File: src/rtl/sm83_int_ctrl.sv
// sm83_int_ctrl -- SM83 interrupt controller and dispatch sequencer.
//
// Owns the IF register (FF0F) and the IME flag. At instruction boundaries it
// decides whether to take an interrupt, then runs the 5-M-cycle dispatch:
// WAIT0, WAIT1 (SP--), PUSH_HI (SP--, write PC[15:8]), PUSH_LO (write
// PC[7:0], clear IF bit), JUMP (load PC with the vector). It also handles
// HALT entry and wake-up.
//
// Optional feature macro: SM83_HALT_BUG_EN. When defined, HALT executed with
// IME=0 and an interrupt already pending does not halt; o_halt_bug pulses
// instead so the datapath fetches the next byte twice. When undefined,
// o_halt_bug is tied 0.
//
// Ports:
//   clk, rst_n          core clock, asynchronous active-low reset
//   i_m_tick            one-clk enable per M-cycle
//   i_instr_boundary    this M-cycle is the opcode fetch of the next instr
//   i_ei/di/reti/halt_exec  decoded control ops, valid with i_m_tick
//   i_irq_pulse         peripheral request strobes (any clk, sticky in IF)
//   i_ie                low bits of IE
//   i_if_we/i_if_wdata  CPU write to FF0F
//   i_pc                current PC, pushed during dispatch
//   o_if_rdata          {unused bits = 1, IF}
//   o_ime, o_halted, o_stall
//   o_addr_sel          addr_sel_t (NONE = 3'd0, SP = 3'd1)
//   o_mem_we/o_mem_wdata, o_sp_dec, o_pc_load/o_pc_vec, o_halt_bug

module sm83_int_ctrl #(
  parameter int          N_IRQ    = 5,
  parameter logic [15:0] VEC_BASE = 16'h0040
) (
  input  logic             clk,
  input  logic             rst_n,
  input  logic             i_m_tick,
  input  logic             i_instr_boundary,
  input  logic             i_ei_exec,
  input  logic             i_di_exec,
  input  logic             i_reti_exec,
  input  logic             i_halt_exec,
  input  logic [N_IRQ-1:0] i_irq_pulse,
  input  logic [N_IRQ-1:0] i_ie,
  input  logic             i_if_we,
  input  logic [N_IRQ-1:0] i_if_wdata,
  input  logic [15:0]      i_pc,
  output logic [7:0]       o_if_rdata,
  output logic             o_ime,
  output logic             o_halted,
  output logic             o_stall,
  output logic [2:0]       o_addr_sel,
  output logic             o_mem_we,
  output logic [7:0]       o_mem_wdata,
  output logic             o_sp_dec,
  output logic             o_pc_load,
  output logic [15:0]      o_pc_vec,
  output logic             o_halt_bug
);

  localparam int IDX_W = (N_IRQ > 1) ? $clog2(N_IRQ) : 1;

  localparam logic [2:0] ADDR_NONE = 3'd0;
  localparam logic [2:0] ADDR_SP   = 3'd1;

  typedef enum logic [2:0] {
    INT_IDLE    = 3'd0,
    INT_WAIT0   = 3'd1,
    INT_WAIT1   = 3'd2,
    INT_PUSH_HI = 3'd3,
    INT_PUSH_LO = 3'd4,
    INT_JUMP    = 3'd5
  } int_state_t;

  int_state_t       r_state;
  int_state_t       w_state_nxt;
  logic [N_IRQ-1:0] r_if;
  logic             r_ime;
  logic             r_ei_pend;
  logic             r_halted;
  logic [IDX_W-1:0] r_idx;

  logic [N_IRQ-1:0] w_pending;
  logic             w_any;
  logic             w_take;
  logic             w_halt_bug;
  logic [N_IRQ-1:0] w_if_clr;

  // Lowest set bit wins: bit 0 (VBlank) has the highest priority.
  function automatic logic [IDX_W-1:0] f_lowest_idx(input logic [N_IRQ-1:0] v);
    logic [IDX_W-1:0] idx;
    idx = '0;
    for (int i = N_IRQ - 1; i >= 0; i--) begin
      if (v[i]) idx = IDX_W'(i);
    end
    return idx;
  endfunction

  assign w_pending = r_if & i_ie;
  assign w_any     = |w_pending;
  assign w_take    = (r_state == INT_IDLE) & i_m_tick & i_instr_boundary & r_ime & w_any;
  assign w_if_clr  = (r_state == INT_PUSH_LO && i_m_tick) ? (N_IRQ'(1) << r_idx) : '0;

`ifdef SM83_HALT_BUG_EN
  assign w_halt_bug = i_m_tick & i_halt_exec & ~r_ime & w_any;
`else
  assign w_halt_bug = 1'b0;
`endif

  // IF register: updates every clk; a request set beats any clear in the same clk.
  always_ff @(posedge clk or negedge rst_n) begin
    if (!rst_n) r_if <= '0;
    else        r_if <= ((i_if_we ? i_if_wdata : r_if) & ~w_if_clr) | i_irq_pulse;
  end

  // IME and the delayed-EI flag; EI only arms IME at the following boundary.
  always_ff @(posedge clk or negedge rst_n) begin
    if (!rst_n) begin
      r_ime     <= 1'b0;
      r_ei_pend <= 1'b0;
    end else if (i_m_tick) begin
      if (w_take || i_di_exec) begin
        r_ime     <= 1'b0;
        r_ei_pend <= 1'b0;
      end else if (i_ei_exec) begin
        r_ei_pend <= 1'b1;
      end else if (i_reti_exec) begin
        r_ime     <= 1'b1;
      end else if (i_instr_boundary && r_ei_pend) begin
        r_ime     <= 1'b1;
        r_ei_pend <= 1'b0;
      end
    end
  end

  // HALT state: any pending request wakes the core regardless of IME.
  always_ff @(posedge clk or negedge rst_n) begin
    if (!rst_n) begin
      r_halted <= 1'b0;
    end else if (i_m_tick) begin
      if (r_halted) r_halted <= ~w_any;
      else          r_halted <= i_halt_exec & ~w_halt_bug;
    end
  end

  // Vector index is latched at entry so IE changes mid-dispatch are ignored.
  always_ff @(posedge clk or negedge rst_n) begin
    if (!rst_n)      r_idx <= '0;
    else if (w_take) r_idx <= f_lowest_idx(w_pending);
  end

  // Dispatch state register.
  always_ff @(posedge clk or negedge rst_n) begin
    if (!rst_n) r_state <= INT_IDLE;
    else        r_state <= w_state_nxt;
  end

  // Dispatch next-state and per-M-cycle strobes (strobes gated by i_m_tick).
  always_comb begin
    w_state_nxt = r_state;
    o_addr_sel  = ADDR_NONE;
    o_mem_we    = 1'b0;
    o_mem_wdata = 8'h00;
    o_sp_dec    = 1'b0;
    o_pc_load   = 1'b0;
    o_pc_vec    = 16'h0000;
    case (r_state)
      INT_IDLE: begin
        if (w_take) w_state_nxt = INT_WAIT0;
        else        w_state_nxt = INT_IDLE;
      end
      INT_WAIT0: begin
        if (i_m_tick) w_state_nxt = INT_WAIT1;
        else          w_state_nxt = INT_WAIT0;
      end
      INT_WAIT1: begin
        o_sp_dec = i_m_tick;
        if (i_m_tick) w_state_nxt = INT_PUSH_HI;
        else          w_state_nxt = INT_WAIT1;
      end
      INT_PUSH_HI: begin
        o_addr_sel  = ADDR_SP;
        o_mem_we    = i_m_tick;
        o_mem_wdata = i_pc[15:8];
        o_sp_dec    = i_m_tick;
        if (i_m_tick) w_state_nxt = INT_PUSH_LO;
        else          w_state_nxt = INT_PUSH_HI;
      end
      INT_PUSH_LO: begin
        o_addr_sel  = ADDR_SP;
        o_mem_we    = i_m_tick;
        o_mem_wdata = i_pc[7:0];
        if (i_m_tick) w_state_nxt = INT_JUMP;
        else          w_state_nxt = INT_PUSH_LO;
      end
      INT_JUMP: begin
        o_pc_load = i_m_tick;
        o_pc_vec  = VEC_BASE + (16'(r_idx) << 3);
        if (i_m_tick) w_state_nxt = INT_IDLE;
        else          w_state_nxt = INT_JUMP;
      end
      default: begin
        w_state_nxt = INT_IDLE;
      end
    endcase
  end

  assign o_if_rdata = {{(8 - N_IRQ){1'b1}}, r_if};
  assign o_ime      = r_ime;
  assign o_halted   = r_halted;
  assign o_stall    = r_halted | (r_state != INT_IDLE);
  assign o_halt_bug = w_halt_bug;

endmodule

File: config.mk
export PLATFORM = sky130hd
export DESIGN_NAME = sm83_int_ctrl
export DESIGN_NICKNAME = d
export VERILOG_FILES = /design/src/rtl/sm83_int_ctrl.sv
export SDC_FILE = /design/constraint.sdc
export NUM_CORES = 1
export LEC_CHECK = 0
export CAP_MARGIN = 20
export CORE_MARGIN = 2
export CORE_UTILIZATION = 33
export CTS_CLUSTER_DIAMETER = 200
export CTS_CLUSTER_SIZE = 20
export DETAILED_ROUTE_END_ITERATION = 12
export PLACE_DENSITY = 0.77
export SYNTH_ARGS = -nofsm -noshare
export SYNTH_HDL_FRONTEND = slang
export SYNTH_SLANG_ARGS = --single-unit
File: constraint.sdc
create_clock -name clk -period 2.3 [get_ports clk]
set_clock_uncertainty 0.2 [all_clocks]
set_input_delay 0.46 -clock clk [delete_from_list [all_inputs] [get_ports clk]]
set_output_delay 0.46 -clock clk [all_outputs]
set_load 0.02 [all_outputs]
After elaboration in Yosys (flattened, before gate mapping)

Index checks and enable logic that the tools add are counted.

Register bits: 14
Latch bits: 0
RAM bits: 0
Bits in read-only memories: 0
Input port bits: 40
Output and inout bits: 42
Memories: 0

Add/subtract/negate cells: 1
Multiply operators: 0
Divide/modulo/power cells: 0
Magnitude comparators: 0
Equality and inequality tests: 7
Shift operators: 1
Mux-type cells: 29
Bitwise gates (word level): 10
Reduce and logical (&&, ||, !) cells: 12

Operators with widths:

| operator              | count |
|---|---|
| $mux W3               | 7 |
| $pmux W3 S6           | 1 |
| $mux W1               | 16 |
| $pmux W8 S2           | 1 |
| $and A5 B5 Y5         | 2 |
| $mux W5               | 2 |
| $reduce_bool A3 Y1    | 3 |
| $add A7 B6 Y8 const A | 1 |
| $mux W8               | 1 |
| $eq A3 B2 Y1 const B  | 2 |
| $eq A3 B3 Y1 const B  | 2 |
| $reduce_and A3 Y1     | 2 |
| $not A5 Y5            | 1 |
| $or A5 B5 Y5          | 1 |
| $reduce_or A5 Y1      | 1 |
| $shl A1 B3 Y5 const A | 1 |
| $and A1 B1 Y1         | 4 |
| $reduce_or A2 Y1      | 2 |
| $eq A3 B1 Y1 const B  | 1 |
| $logic_not A3 Y1      | 1 |
| $ne A3 B2 Y1 const B  | 1 |
| $logic_and A1 B1 Y1   | 2 |
| $mux W2               | 1 |
| $ne A2 B1 Y1 const B  | 1 |
| other kinds (3)       | 3 |

Depth between registers and ports, before layout

Gate-level depths: netlist of the first run.

Depth after elaboration: 8
Mapped depth: 6
Depth with buffers taken out: 4

Worst setup path after synthesis of the first run

No wires, ideal clock.

Path kind: reg-to-output
Start: reg r_state[2]
End: out o_mem_we
Arrival time: 1.454 ns
Data required time: 1.640 ns
Slack: 0.186 ns
Stages on the path, launching flop included: 5
Buffers on the path: 0
Cells stage by stage: dfrtp_1 > nand2b_1 > nor2_1 > or2_1 > and2_1

Cells in the longest elaborated chain, start to end: 3
Elaborated cells between the ends (all ways): 4
Those cells by class: eq/ne: 2; mux: 1; reduce/logical: 1

RTL lines:

| item                                                | line | text |
|---|---|---|
| start: declaration                                  | 72   | `int_state_t r_state;` |
| start signal: assignment                            | 152  | `else r_state <= w_state_nxt;` |
| $eq A3 B3 Y1 / $eq A3 B2 Y1 (equally long branches) | 164  | `case (r_state)` |
| $reduce_or A2 Y1 (no line) *                        | --   |  |
| $mux W1 *                                           | 164  |  |
| end: declaration                                    | 50   | `output logic o_mem_we,` |

Every way passes the cells marked *; elsewhere a longest branch is shown, timed or not.

Worst setup path in the final report of the first run

Start: in i_m_tick
End: out o_pc_load

Cells in the longest elaborated chain, start to end: 1

RTL lines:

| item               | line | text |
|---|---|---|
| start: declaration | 34   | `input logic i_m_tick,` |
| $mux W1            | 164  |  |
| end: declaration   | 53   | `output logic o_pc_load,` |

Every way passes these cells.

==> results of run 1 <==
power by group through the flow:
stage	Sequential [mW]	Combinational (mW)	Clock (mW)
after floorplan	0.394	0.475	0
after global placement	0.404	0.827	0
after detailed placement	0.409	0.841	0
after CTS	0.401	0.795	0.182
after global routing	0.410	0.880	0.195
final	0.401	0.813	0.178
area by class of cell:
cell class	instances	share of cell area, %
repair buffers	76	38.8
multi-input cells	96	35.0
flip-flops and latches	14	20.5
well taps	44	3.20
clock buffers	4	2.11
inverters	2	0.437
per-layer routing:
layer  track usage (%)  vias up
met2              29.5       48
met1              21.2      511
li1                  -      528
met4              3.81        0
met3              3.41        2
met5                 0        -
cell usage in the layout (no fill, tap or decap), types with 2 or more instances in the layout:
| cell type | synthesis | routed |
|---|---|---|
| sky130_fd_sc_hd__inv_1 | 2 | 2 |
| sky130_fd_sc_hd__nor3_1 | 3 | 3 |
| sky130_fd_sc_hd__nand2_1 | 15 | 15 |
| sky130_fd_sc_hd__clkdlybuf4s50_1 | 0 | 46 |
| sky130_fd_sc_hd__a22o_1 | 8 | 8 |
| sky130_fd_sc_hd__mux2i_1 | 5 | 5 |
| sky130_fd_sc_hd__o21bai_1 | 3 | 3 |
| sky130_fd_sc_hd__buf_2 | 1 | 10 |
| sky130_fd_sc_hd__o21ai_0 | 2 | 2 |
| sky130_fd_sc_hd__nor3b_1 | 2 | 2 |
| sky130_fd_sc_hd__a22oi_1 | 2 | 2 |
| sky130_fd_sc_hd__a31oi_1 | 2 | 2 |
| sky130_fd_sc_hd__nor2_1 | 6 | 5 |
| sky130_fd_sc_hd__a41oi_1 | 2 | 2 |
| sky130_fd_sc_hd__conb_1 | 2 | 18 |
| sky130_fd_sc_hd__a21oi_1 | 4 | 4 |
| sky130_fd_sc_hd__clkbuf_4 | 0 | 3 |
| sky130_fd_sc_hd__dfrtp_1 | 14 | 13 |
| sky130_fd_sc_hd__dlygate4sd2_1 | 0 | 5 |
| sky130_fd_sc_hd__and2_1 | 4 | 4 |
| sky130_fd_sc_hd__buf_4 | 18 | 13 |
| sky130_fd_sc_hd__or2_1 | 4 | 4 |
| sky130_fd_sc_hd__nand3_1 | 2 | 2 |
flip-flops by register name, indices dropped and copies added, names as in the netlist:
register   cells
r_if           5
r_state        3
o_ime          1
o_halted       1
r_idx          3
r_ei_pend      1
logic make-up after synthesis:
kind of cell    after synthesis  share of synthesized area [%]
compound gates               31                           23.7
other cells                   2                          0.717
simple gates                 40                           19.6
flops                        14                           33.5
buf+inv                      24                           15.9
xor+xnor                      1                          0.836
mux                           6                           5.85
repair_timing:
item,in CTS,in global routing
setup endpoints to repair,17,14
cloned,0,0
resized for setup,46,7
buffers inserted,1,1
through the flow:
step           util [%]  worst slack (ps)
6_report           56.7              93.9
2_1_floorplan         -               186
4_1_cts            56.7             -41.6
3_5_place_dp       56.7              -190
5_1_grt            56.7              24.0
3_3_place_gp       56.7              -188
critical path, delay by kind of cell:
family / cells / cell delay, ps
AND/OR/NAND/NOR: 1 / 170
buffers and inverters: 3 / 920
final timing paths:
path	depth (start not counted)	endpoint	slack, ps
worst max-delay path	4	o_pc_load	90
worst min-delay path	1	o_halted$_DFFE_PN0P_	340
worst max register to register	5	r_idx[0]$_DFFE_PN0P_	330
worst min register to register	1	o_halted$_DFFE_PN0P_	340
max in group asynchronous	1	r_state[1]$_DFF_PN0_	1050
min in group asynchronous	1	r_if[0]$_DFF_PN0_	390
==> results.txt, run 1 <==
- Final setup violation count: 0
* Final-layout setup total negative slack: 0 ps
- Of all nets on the critical path, the largest fanout is 3.
- STA classifies the critical path endpoint as an output port.
- In the detailed route, the total length drawn on met2 is 1570 µm.
- Pin placement for this block handled 82 I/O pins.
* Most frequent cell after synthesis: sky130_fd_sc_hd__buf_4
- Die width: 60.3 µm
- The final-report hold violation count is 0.
* Worst-case headroom to the max-slew limit: 55.0%
- Number of unique standard cell types used by synthesis: 36
- The synthesized design contains 0 enable-type register cells.
- Overall power consumption after layout is estimated at 1.39 mW.
- In this run the power density over the cells is 810 mW/mm².
- Met3 layer wire length in the routed design: 236 µm
* Fraction of power spent switching nets: 41.9%
* WHS: 340 ps
- Total of max-cap violations: 0
* Root buffer cell: sky130_fd_sc_hd__clkbuf_4
- Sequential cells account for 28.8% of the total power.
- Vias in the first global route: 1056
- Dividing the detail-routed wire length by the instance count gives 13.0 µm.
- Dominant cell type by area after synthesis: sky130_fd_sc_hd__dfrtp_1
* Global-route wire length before repair: 4580 µm
- The initial utilization of the core area, before any placement, comes to 34.6%.
- Post-route non-filler standard cell count: 236
* Via density: 4.61
- At the pin with the least slew margin, the transition time is 673 ps.
- By count the netlist is led by sky130_fd_sc_hd__buf_4 (18), sky130_fd_sc_hd__nand2_1 (15), sky130_fd_sc_hd__dfrtp_1 (14).
* Die area: 0.00364 mm²
* Fraction of layout cells with a size suffix above 1: 17.7%
- Signed area change from the synthesized netlist to the final layout: 64.0%
- In this run, CTS created clock tree buffers numbering 3.
- Share of the clock period used by the worst path after layout: 95.9%
* Dominant synthesized flop cell: sky130_fd_sc_hd__dfrtp_1
* Max IR drop VDD: 0.346 mV
* Min-Delay Path Class: flip-flop to flip-flop
- The critical path goes through clkdlybuf4s50_1, inv_1, nor3_1, dlygate4sd2_1.
- Clock tree synthesis found a total of 14 sinks.
- Once detailed placement completed, the half-perimeter wirelength came to 2510 µm.
* H-tree depth: 1
- F_max: 453 MHz
* Worst reg2reg startpoint: r_state[2]$_DFF_PN0_
- Crit path largest cell delay: 490 ps
* Arrival time at the worst endpoint: 1550 ps
- Clock tree from TritonCTS: built
* # fillers: 286
- Syn avg cell area: 8.88 µm²
* Reg clk slew, reported paths: 90 ps
- Register bit count reported by yosys: 14
* Critical setup path kind: input pin to output port
- Clock power frac: 12.8%
- Residual overflow from global routing: 0
- Core Box Area: 0.00303 mm²
- In this run the biggest area consumer among cell types represents 33.5% of the synthesized area.
- Via total after detailed routing: 1089
- Cell Int Power: 0.808 mW
- The detailed router put a total of 1240 µm of wire on met1.
- The congestion estimate from routability-driven global placement came to 0.765.
- Count of routing violations after the opening detailed-route iteration: 18
- Total length of routed wires: 3070 µm
* Combinational cell fraction of total power: 58.4%
* Skew-Pair Late Insertion Delay: 270 ps
- Top cells by area in the synthesized netlist: sky130_fd_sc_hd__dfrtp_1 (33%), sky130_fd_sc_hd__buf_4 (13%), sky130_fd_sc_hd__a22o_1 (6.7%)
- DRC violations left: 0
* Pin count of the biggest net entering global routing: 15
* Net count, final: 233
- Final Slew Violations: 0
- Highest routed metal layer: met4
- Static leakage: 0.795 nW
- Maximum root-to-sink buffer count: 2
* Min Tclk post-route: 2210 ps
* Cell at the slowest stage of the critical path: sky130_fd_sc_hd__clkdlybuf4s50_1
- Counting flops with an async set or reset pin after synthesis yields a share of 100%.
- Switch Pwr: 0.584 mW
- Number of detailed-route iterations in the first pass: 4
- The count of nets left with antenna violations once routing finished came out at 0.
* Row cnt: 20
- Result of the run: finished clean
* Critical Path RT: 1640 ps
- The sequential cells in the finished layout cover a total of 352 µm².
* Worst setup path startpoint: i_m_tick
* Synthesized netlist cell count: 118
- Height of the chip: 60.3 µm
- Summed instance area of the synthesized netlist: 0.00105 mm²
* Ant. Diodes: 0
* Antenna violations before repair: 0
- In this run the cell area measured after placement is 0.00172 mm².
* Total GRT Usage: 16.8%
- Multi-input combinational cell area: 601 µm²
- Placed insts: 230
* Unrepaired setup endpoints after global routing: false
- Sequential cells were found to cover 33.5% of the synthesized design area.
- Startpoint class of the critical path: input pin
* Hold-fix buffers at CTS: 0
- During synthesis, Yosys emitted a total of 0 warnings.
* Origin of the worst min-delay path: o_halted$_DFFE_PN0P_
- The finished cells cover 0.00172 mm².
- Count of port buffers added during placement: 63
Power figures use the tool's default switching activity.
==> inputs of run 2 (changes only) <==
ABC_AREA = 1   (was unset)
CORE_UTILIZATION = 34   (was 33)
==> run 2 against run 1 <==
Utilization is 0.87 points higher. Synthesized area is 5.1% higher. Synthesized cell count is 24% higher.
==> results.txt, run 2 <==
* Fraction of layout cells with a size suffix above 1: 19.1%
- GR peak layer: met2
* Largest registers ranked by flip-flop count: r_if (5), r_idx (3), r_state (3)
- TritonCTS Buffers: 3
- Ratio of total power to cell area: 741 mW/mm²
- Highest-count cells in the layout ignoring fill and taps: sky130_fd_sc_hd__clkdlybuf4s50_1 (46), sky130_fd_sc_hd__nor2_1 (22), sky130_fd_sc_hd__nand2_1 (18), sky130_fd_sc_hd__inv_1 (18), sky130_fd_sc_hd__conb_1 (18)
- The register with the most flip-flops in the layout has 5 of them.
* Hold-fix buffers at CTS: 0
- Summed over all failing endpoints, the final setup total negative slack is 0 ps.
- In this run, synthesis produced a sequential element count of 14.
* Critical Path Sink Type: output port
- GR Layer Usage met3: 4.69%
- For met2 alone, demand over resource in global routing was 27.0%.
* H-tree depth: 1
- Counting along the longest clock path gives a buffer depth of 2.
* Post-route antenna net violation count: 0
- Including well taps, the total number of placed cells is 258.
- Synthesized netlist cell count: 146
- Post-Route Utilization: 57.6%
- The largest total area in the synthesized netlist belongs to sky130_fd_sc_hd__dfrtp_1.
- Ant. Diodes: 0
* DRC violations left: 0
- Crit path largest cell delay: 460 ps
- Yosys mapped the design onto 26 distinct sky130hd cell types.
- CTS placed an instance of sky130_fd_sc_hd__clkbuf_4 at the clock tree root.
* Final Slew Violations: 0
- In this run the critical register-to-register path is launched from r_if[0]$_DFF_PN0_.
* Number of synthesized flops with an enable pin: 0
- Top cells by area in the synthesized netlist: sky130_fd_sc_hd__dfrtp_1 (32%), sky130_fd_sc_hd__buf_4 (13%), sky130_fd_sc_hd__nor2_1 (7.5%)
- Global routing consumed, on the met1 layer, 21.1% of the routing resources.
* # fillers: 304
- In the final routed layout, each cell accounts on average for 11.2 µm.
- Arrival time at the worst endpoint: 1560 ps
- Setup repair after global routing left no endpoint under its margin.
- Most common library cells after synthesis: sky130_fd_sc_hd__nor2_1 (22), sky130_fd_sc_hd__buf_4 (19), sky130_fd_sc_hd__inv_1 (18), sky130_fd_sc_hd__nand2_1 (18), sky130_fd_sc_hd__dfrtp_1 (14)
* Startpoint class of the critical path: flip-flop
- At the pin with the least slew margin, the transition time is 617 ps.
- Count of port buffers added during placement: 63
- The register with the most flip-flops in the final layout is r_if.
- Top cell type's share of synthesized area: 31.8%
- Worst-case headroom to the max-slew limit: 58.8%
- After layout, the worst path uses 96.7% of the clock period.
- Summed instance area of the synthesized netlist: 0.00110 mm²
- Critical-path cell list: inv_4, nand3_4, or2_2, dlygate4sd2_1
- After clock tree synthesis, the clock-pin slew on the worst setup and hold paths is 90 ps.
- Max FO, Critical Path: 7
* Min Tclk post-route: 2220 ps
* Weighted congestion reported at the end of routability-driven placement: 0.823
- Cell at the slowest stage of the critical path: sky130_fd_sc_hd__dfrtp_2
- F_max: 449 MHz
- Origin of the worst min-delay path: o_halted$_DFFE_PN0P_
- The critical path is of the flip-flop to output port type.
- The final-report hold violation count is 0.
* Height of the chip: 60.9 µm
- The run finished with clean final reports.
- Vias in the first global route: 1013
* Async set-reset flop share out of synthesis: 100%
* Most frequent cell after synthesis: sky130_fd_sc_hd__nor2_1
- In this run, the number of DRC markers left after iteration 0 of detailed routing was 33.
* Sequential cell area fraction in the yosys report: 31.8%
* Leading cell type in the layout, fill and taps excluded: sky130_fd_sc_hd__clkdlybuf4s50_1
- Residual overflow from global routing: 0
- Yosys synthesis warning count: 0
- The die covers 0.00371 mm².
- Dominant synthesized flop cell: sky130_fd_sc_hd__dfrtp_1
- Number of detailed-route iterations in the first pass: 4
- Summed over all cells, the static leakage comes to 0.854 nW.
- Total half-perimeter wirelength after legalization and detailed placement: 2510 µm
- At the end of the flow, the number of nets in the layout was 261.
* Core Box Area: 0.00308 mm²
- Signed area change from the synthesized netlist to the final layout: 61.0%
* Syn avg cell area: 7.54 µm²
- TritonCTS built the clock tree.
- Tracing the worst setup path back leads to its startpoint at r_state[0]$_DFF_PN0_.
* Row cnt: 20
* CTS Sinks: 14
- Die width: 60.9 µm
- Total of max-cap violations: 0
- The initial antenna violation count was 0.
- Pin count of the biggest net entering global routing: 15
- During I/O placement, the number of pins put on the boundary was 82.
* Global-route wire length before repair: 4570 µm
- Global routing consumed, over all layers together, 16.5% of the routing resources.
* Skew-Pair Late Insertion Delay: 290 ps
- Smallest setup slack after layout: 75.2 ps
- Across all layers, the routed design uses 1163 vias.
- Critical Path RT: 1640 ps
- Timing analysis after detailed placement gives a worst setup slack of -208 ps.
- The worst-case IR drop observed on VDD is 0.487 mV.
- Min-Delay Path Class: flip-flop to flip-flop
- Setup violations remaining at the end of the flow were counted as 0.
* Total length of routed wires: 2960 µm
* Starting utilization of the core area: 35.8%
- Dividing the detail-routed via count by the number of cells gives 4.41.
- Post-route non-filler standard cell count: 264
==> run 2: changes by cell type after synthesis, moves of 4 or more <==
cell / delta
sky130_fd_sc_hd__mux2i_1: -5
sky130_fd_sc_hd__and2_1: -4
sky130_fd_sc_hd__or2_1: -4
sky130_fd_sc_hd__inv_1: +16
sky130_fd_sc_hd__nor2_1: +16
sky130_fd_sc_hd__nand3_1: +6
sky130_fd_sc_hd__o21ai_1: +4
sky130_fd_sc_hd__o31ai_1: +4
==> run 2: cell type report <==
| class | count | area [µm²] | share of cell area [%] |
|---|---|---|---|
| flip-flops and latches | 14 | 352 | 19.8 |
| clock buffers | 4 | 36.3 | 2.05 |
| multi-input cells | 108 | 589 | 33.2 |
| inverters | 22 | 85.1 | 4.80 |
| well taps | 44 | 55.1 | 3.11 |
| repair buffers | 72 | 656 | 37.0 |
==> run 2: power by group <==
part	internal [mW]	switching, mW	leakage [nW]	total [mW]
registers	0.312	0.0562	0.161	0.368
logic	0.320	0.446	0.672	0.766
clock network	0.0965	0.0837	0.0210	0.180
==> run 2: critical path, delay by kind of cell, from the launching register on <==
kind,cells,cell delay [ps]
AND/OR/NAND/NOR,2,360
buffers and inverters,2,450
flip-flops,1,460
==> run 2: path summary, 6_finish.rpt <==
kind                            slack, ps                   end  depth (start not counted)
max in group asynchronous            1120  r_state[0]$_DFF_PN0_                          1
worst min-delay path                  340  o_halted$_DFFE_PN0P_                          1
worst min register to register        340  o_halted$_DFFE_PN0P_                          1
worst max register to register        800     o_ime$_DFFE_PN0P_                          8
min in group asynchronous             350     r_if[2]$_DFF_PN0_                          1
worst max-delay path                   80               o_stall                          4
==> run 2: kinds of logic (layout without fill, tap and decap cells) <==
| logic type | after synthesis | count (layout) | share of synthesized area (%) |
|---|---|---|---|
| compound gates | 29 | 29 | 18.8 |
| buf+inv | 41 | 98 | 20.7 |
| flops | 14 | 14 | 31.8 |
| other cells | 2 | 18 | 0.682 |
| simple gates | 60 | 61 | 28.1 |
==> run 2: metal layers <==
layer / vias to the layer above / wire, µm
met5: - / 0
met4: 0 / 24
met3: 4 / 200
met2: 42 / 1510
met1: 525 / 1220
li1: 592 / -
==> run 2: per-stage QoR <==
| step | total power [mW] | area (µm²) | hold WS (ps) |
|---|---|---|---|
| floorplan | 0.852 | 1160 | -35.6 |
| global placement | 1.16 | 1760 | 307 |
| detailed placement | 1.17 | 1760 | 321 |
| CTS | 1.33 | 1810 | 336 |
| global route | 1.41 | 1770 | 362 |
| finish | 1.31 | 1770 | 338 |
==> run 2: timing repair <==
| action | CTS | global route |
|---|---|---|
| gates resized for setup | 18 | 24 |
| endpoints found under the setup margin | 17 | 13 |
| pin swaps | 2 | 0 |
| gates cloned | 1 | 0 |
| setup buffers | 1 | 0 |
